### src/rtl/aes_round_ctrl.sv
`default_nettype none
// ============================================================================
//  Module      : aes_round_ctrl
//  Description : Sequencing FSM for the AES-128 round datapath. Walks the
//                load / initial add-round-key / middle rounds / final round
//                sequence for cipher or inverse cipher, driving stage select,
//                state-register enables and the round-key index, then holds
//                the result behind a valid/ready handshake.
//  Revision    : 1.0 - initial release
// ============================================================================
module aes_round_ctrl #(
    parameter int NR = 10,
    parameter int KW = 4
) (
    input  logic          clk,
    input  logic          rst_n,
    input  logic          start,
    input  logic          decrypt,
    input  logic          abort,
    input  logic          out_ready,
    output logic          busy,
    output logic          ld_state,
    output logic          st_en,
    output logic [3:0]    stage_sel,
    output logic          inv,
    output logic [KW-1:0] key_idx,
    output logic [KW-1:0] round,
    output logic          out_valid
);

    localparam logic [2:0] c_st_idle  = 3'd0;
    localparam logic [2:0] c_st_load  = 3'd1;
    localparam logic [2:0] c_st_ark0  = 3'd2;
    localparam logic [2:0] c_st_mid   = 3'd3;
    localparam logic [2:0] c_st_final = 3'd4;
    localparam logic [2:0] c_st_done  = 3'd5;

    localparam logic [3:0] c_sb  = 4'b0001;
    localparam logic [3:0] c_sr  = 4'b0010;
    localparam logic [3:0] c_mc  = 4'b0100;
    localparam logic [3:0] c_ark = 4'b1000;

    localparam logic [KW-1:0] c_nr  = KW'(NR);
    localparam logic [KW-1:0] c_one = KW'(1);

    logic [2:0]    r_state;
    logic [1:0]    r_stage;
    logic [KW-1:0] r_round;
    logic          r_inv;

    logic [2:0]    w_state_nxt;
    logic [1:0]    w_stage_nxt;
    logic [KW-1:0] w_round_nxt;
    logic          w_inv_nxt;
    logic [KW-1:0] w_round_inc;

    assign w_round_inc = r_round + c_one;

    // State register: FSM state, stage counter, round counter and latched mode
    always_ff @(posedge clk or negedge rst_n) begin
        if (!rst_n) begin
            r_state <= c_st_idle;
            r_stage <= 2'd0;
            r_round <= '0;
            r_inv   <= 1'b0;
        end else begin
            r_state <= w_state_nxt;
            r_stage <= w_stage_nxt;
            r_round <= w_round_nxt;
            r_inv   <= w_inv_nxt;
        end
    end

    // Next-state logic; abort outranks everything once an operation is live
    always_comb begin
        w_state_nxt = r_state;
        w_stage_nxt = r_stage;
        w_round_nxt = r_round;
        w_inv_nxt   = r_inv;
        if (abort && (r_state != c_st_idle)) begin
            w_state_nxt = c_st_idle;
            w_stage_nxt = 2'd0;
            w_round_nxt = '0;
            w_inv_nxt   = 1'b0;
        end else begin
            case (r_state)
                c_st_idle: begin
                    if (start) begin
                        w_state_nxt = c_st_load;
                        w_inv_nxt   = decrypt;
                    end
                end
                c_st_load: w_state_nxt = c_st_ark0;
                c_st_ark0: begin
                    w_state_nxt = c_st_mid;
                    w_stage_nxt = 2'd0;
                    w_round_nxt = c_one;
                end
                c_st_mid: begin
                    w_stage_nxt = r_stage + 2'd1;
                    if (r_stage == 2'd3) begin
                        w_round_nxt = w_round_inc;
                        if (w_round_inc == c_nr) begin
                            w_state_nxt = c_st_final;
                        end
                    end
                end
                c_st_final: begin
                    if (r_stage == 2'd2) begin
                        w_state_nxt = c_st_done;
                        w_stage_nxt = 2'd0;
                        w_round_nxt = '0;
                    end else begin
                        w_stage_nxt = r_stage + 2'd1;
                    end
                end
                c_st_done: begin
                    if (out_ready) begin
                        if (start) begin
                            w_state_nxt = c_st_load;
                            w_inv_nxt   = decrypt;
                        end else begin
                            w_state_nxt = c_st_idle;
                        end
                    end
                end
                default: begin
                    w_state_nxt = c_st_idle;
                    w_stage_nxt = 2'd0;
                    w_round_nxt = '0;
                    w_inv_nxt   = 1'b0;
                end
            endcase
        end
    end

    // Moore output decode from registered state only
    always_comb begin
        busy      = (r_state != c_st_idle);
        ld_state  = 1'b0;
        st_en     = 1'b0;
        stage_sel = 4'b0000;
        inv       = r_inv;
        key_idx   = '0;
        round     = r_round;
        out_valid = 1'b0;
        case (r_state)
            c_st_load: ld_state = 1'b1;
            c_st_ark0: begin
                st_en     = 1'b1;
                stage_sel = c_ark;
                key_idx   = r_inv ? c_nr : '0;
            end
            c_st_mid: begin
                st_en   = 1'b1;
                key_idx = r_inv ? (c_nr - r_round) : r_round;
                case (r_stage)
                    2'd0:    stage_sel = r_inv ? c_sr  : c_sb;
                    2'd1:    stage_sel = r_inv ? c_sb  : c_sr;
                    2'd2:    stage_sel = r_inv ? c_ark : c_mc;
                    default: stage_sel = r_inv ? c_mc  : c_ark;
                endcase
            end
            c_st_final: begin
                st_en   = 1'b1;
                key_idx = r_inv ? '0 : c_nr;
                case (r_stage)
                    2'd0:    stage_sel = r_inv ? c_sr : c_sb;
                    2'd1:    stage_sel = r_inv ? c_sb : c_sr;
                    default: stage_sel = c_ark;
                endcase
            end
            c_st_done: out_valid = 1'b1;
            default: ;
        endcase
    end

endmodule
`default_nettype wire

### config.mk
export PLATFORM = sky130hd
export DESIGN_NAME = aes_round_ctrl
export DESIGN_NICKNAME = d
export VERILOG_FILES = /design/src/rtl/aes_round_ctrl.sv
export SDC_FILE = /design/constraint.sdc
export NUM_CORES = 1
export LEC_CHECK = 0
export BUFFER_PORTS_ARGS = -buffer_cell sky130_fd_sc_hd__buf_2
export CAP_MARGIN = 5
export CORE_MARGIN = 10
export CORE_UTILIZATION = 57
export DETAILED_ROUTE_END_ITERATION = 10
export PLACE_DENSITY = 0.93
export SYNTH_ARGS = -nofsm -noshare
export SYNTH_HDL_FRONTEND = slang
export SYNTH_SLANG_ARGS = --single-unit
### constraint.sdc
create_clock -name clk -period 5.8 [get_ports clk]
set_input_delay 0.58 -clock clk [delete_from_list [all_inputs] [get_ports clk]]
set_output_delay 0.58 -clock clk [all_outputs]
set_load 0.05 [all_outputs]
==> results.json <==
{
  "r2r_end": "r_state[2]",
  "layout-drive-gt1-share": 0.239,
  "first_iter_violations": 62,
  "synthTopCellsByCount": "nor2_1 (16), dfrtp_1 (10), o21ai_0 (10)",
  "post_cts_buffers": 0,
  "grt-ovfl-total": 0,
  "synth_edf_count": 0,
  "yosysMostFrequentCell": "nor2_1",
  "max_stage_delay_ns": 0.56,
  "fin_skew_ns": 0.00412,
  "dp_cells": 154,
  "ctsHoldBuffers": 0,
  "die_width_um": 61.6,
  "tightest_slew_ns": 0.621,
  "finalCritPeriodShare": 0.433,
  "seq_area_um2": 250,
  "post_drt_via_cell_ratio": 6.30,
  "syn_area_per_cell_um2": 7.95,
  "yosys_warnings": 0,
  "start_util": 0.625,
  "antenna_found_initial": 0,
  "grt_pass1_wl_mm": 4.05,
  "cp.required_ns": 5.22,
  "critPathMaxFanout": 20,
  "yosysSeqAreaShare": 0.254,
  "setup_viol": 0,
  "r2r_slack_ns": 3.75,
  "cap_violations": 0,
  "synth_top_family_by_area": "simple AND/OR/NAND/NOR gates",
  "status": "finished, final reports clean",
  "fp-row-count": 14,
  "postSynthCellCount": 124,
  "ios": 23,
  "multi_input_area_um2": 653,
  "netlist_area_um2": 986,
  "fmax_mhz": 398,
  "worst_setup_path_start_kind": "register",
  "stdcell_count": 158,
  "grt_pass1_vias": 888,
  "routed_wl_mm": 2.54,
  "synthFlopType": "dfrtp_1",
  "cts_made_buffers": 3,
  "critPathTopFamily": "flip-flops",
  "root_buffer": "clkbuf_4",
  "nFillCells": 129,
  "cts_resized": 0,
  "clk_pin_slew_ns": 0.07,
  "cts.sinks": 10,
  "grt_start_max_net_pins": 24,
  "hold_viol_final": 0,
  "r2r_cells": 5,
  "slew_headroom": 0.586,
  "rr_startpoint": "r_state[0]",
  "insertion_delay_ns": 0.27,
  "worst_ir_drop_vdd_mv": 0.349,
  "dieArea_um2": 3790,
  "period_minus_slack_ns": 2.51,
  "area_delta_synth_final_pct": 11.5,
  "synth_fa_ha_area_frac": 0.0761,
  "synth_compound_area_frac": 0.241,
  "slowest_stage": "dfrtp_1",
  "netlist_top_cells_area": "dfrtp_1 (25%), ha_1 (7.6%), mux2i_1 (7.1%)",
  "yosys.area_share.simple": 0.256,
  "tns_ns": 0,
  "core_area_um2": 1580,
  "antenna_left": 0,
  "cts_tree": "yes",
  "path_buf_inv": 1,
  "cp.arrival_ns": 1.93,
  "dr_total_vias": 996,
  "critical_path.cell_chain": "nand2b_1 -> mux2i_1 -> nand2b_1 -> o21ai_0 -> buf_2",
  "power_density_nw_per_um2": 538,
  "die-height_um": 61.6,
  "hp-class": "in2async",
  "cts_max_level": 1,
  "leakagePower_uw": 0.000516,
  "power_uw": 592,
  "routabilityCongestion": 0.904,
  "nets": 155,
  "crit_type": "reg2out",
  "synthArstFlopShare": 1.00,
  "critPathCaptureType": "primary output",
  "diodes": 0,
  "syn_nets": 136,
  "yosys.area.top_type": "dfrtp_1",
  "grtUsageTotal": 0.140,
  "clock_path_buffers": 2,
  "synth.distinct_cells": 43,
  "post_drt_wl_per_cell_um": 16.1,
  "setup_ws_ns": 3.29,
  "dp_hpwl_mm": 1.94,
  "critical_path.most_common_cell": "nand2b_1",
  "rsz0062_at_grt": "false",
  "numPortBuffers": 22,
  "dr.pass1.iters": 4,
  "synth_seq_cells": 10,
  "report.final.slew_viol_count": 0,
  "synth_xor_area_frac": 0.0178,
  "yosys-mux-area-fraction": 0.0711,
  "post-route-drc-count": 0,
  "pre_cts_slack_ns": 3.64,
  "synth_top_area_frac": 0.254
}
## registers in the layout (all words and copies together) (netlist names)
signal,flops
r_stage,2
inv,1
r_state,3
round,4
## worst reg2reg max path: stages, from the launching register on
cell and delay, ns:
dfrtp_1 0.61, or4b_4 0.63, a21oi_2 0.19, a311o_2 0.19, nor2_2 0.04, a221o_1 0.27
## power by group
| part | leakage [uW] | switching [uW] | internal, uW |
|---|---|---|---|
| combinational | 0.000361 | 262 | 117 |
| clock | 0.0000210 | 24.5 | 38.2 |
| sequential | 0.000134 | 63.0 | 88.0 |
| total | 0.000516 | 349 | 243 |
## stage by stage
stage	area (um2)	hold WS, ns	util
after CTS	1100	0.163	0.698
final	1100	0.157	0.698
after global placement	1060	0.452	0.675
after global routing	1100	0.158	0.698
after floorplan	986	0.284	-
after detailed placement	1060	0.453	0.675
## layout make-up
type | instances | share of cell area
multi-input combinational | 98 | 0.594
sequential | 10 | 0.228
timing repair buffer | 22 | 0.100
clock buffer | 4 | 0.0330
inverter | 8 | 0.0273
tap | 16 | 0.0182
## kinds of logic (layout without fill, tap and decap cells)
family | Yosys count | in the layout
fa+ha+maj | 6 | 6
xor+xnor | 2 | 2
simple gates | 47 | 47
flops | 10 | 10
mux | 7 | 7
compound gates | 36 | 36
buf+inv | 16 | 34
## layout by cell type, fill, tap and decap left out, drive strengths merged
cell | synthesis | layout
and3b | 1 | 1
or4b | 1 | 1
and3 | 2 | 2
a32o | 1 | 1
a311o | 1 | 1
o22ai | 3 | 3
a221o | 1 | 1
a211oi | 1 | 1
dfrtp | 10 | 10
nand2b | 2 | 2
a32oi | 1 | 1
o31ai | 3 | 3
or4 | 1 | 1
xor2 | 1 | 1
ha | 6 | 6
nand2 | 7 | 7
nor3 | 1 | 1
o2111ai | 1 | 1
buf | 2 | 22
nor2 | 17 | 17
a21oi | 6 | 6
mux2i | 7 | 7
o31a | 1 | 1
nand4bb | 2 | 2
a22oi | 1 | 1
o41ai | 1 | 1
clkbuf | 6 | 4
xnor2 | 1 | 1
nor3b | 1 | 1
o21ai | 14 | 14
inv | 8 | 8
a21boi | 1 | 1
or3 | 1 | 1
nand3b | 2 | 2
nand3 | 7 | 7
nor2b | 2 | 2
## worst max path at each step
stage               start            to  slack [ns]  depth (start not counted)
4_1_cts        r_state[2]    key_idx[1]        3.33                          5
6_report       r_state[2]    key_idx[1]        3.29                          5
2_1_floorplan         inv    key_idx[3]        2.72                          5
3_3_place_gp   r_state[0]  stage_sel[1]        3.74                          4
5_1_grt        r_state[2]    key_idx[1]        3.19                          5
3_5_place_dp   r_state[2]    key_idx[1]        3.64                          5
## per-layer routing
metal	global-route usage	up-vias	wire length [um]
met5	0	-	0
li1	-	488	-
met1	0.163	447	1080
met4	0.0605	0	46
met3	0.0391	7	243
met2	0.236	54	1170
No activity file was read; power rests on OpenSTA's default activity.
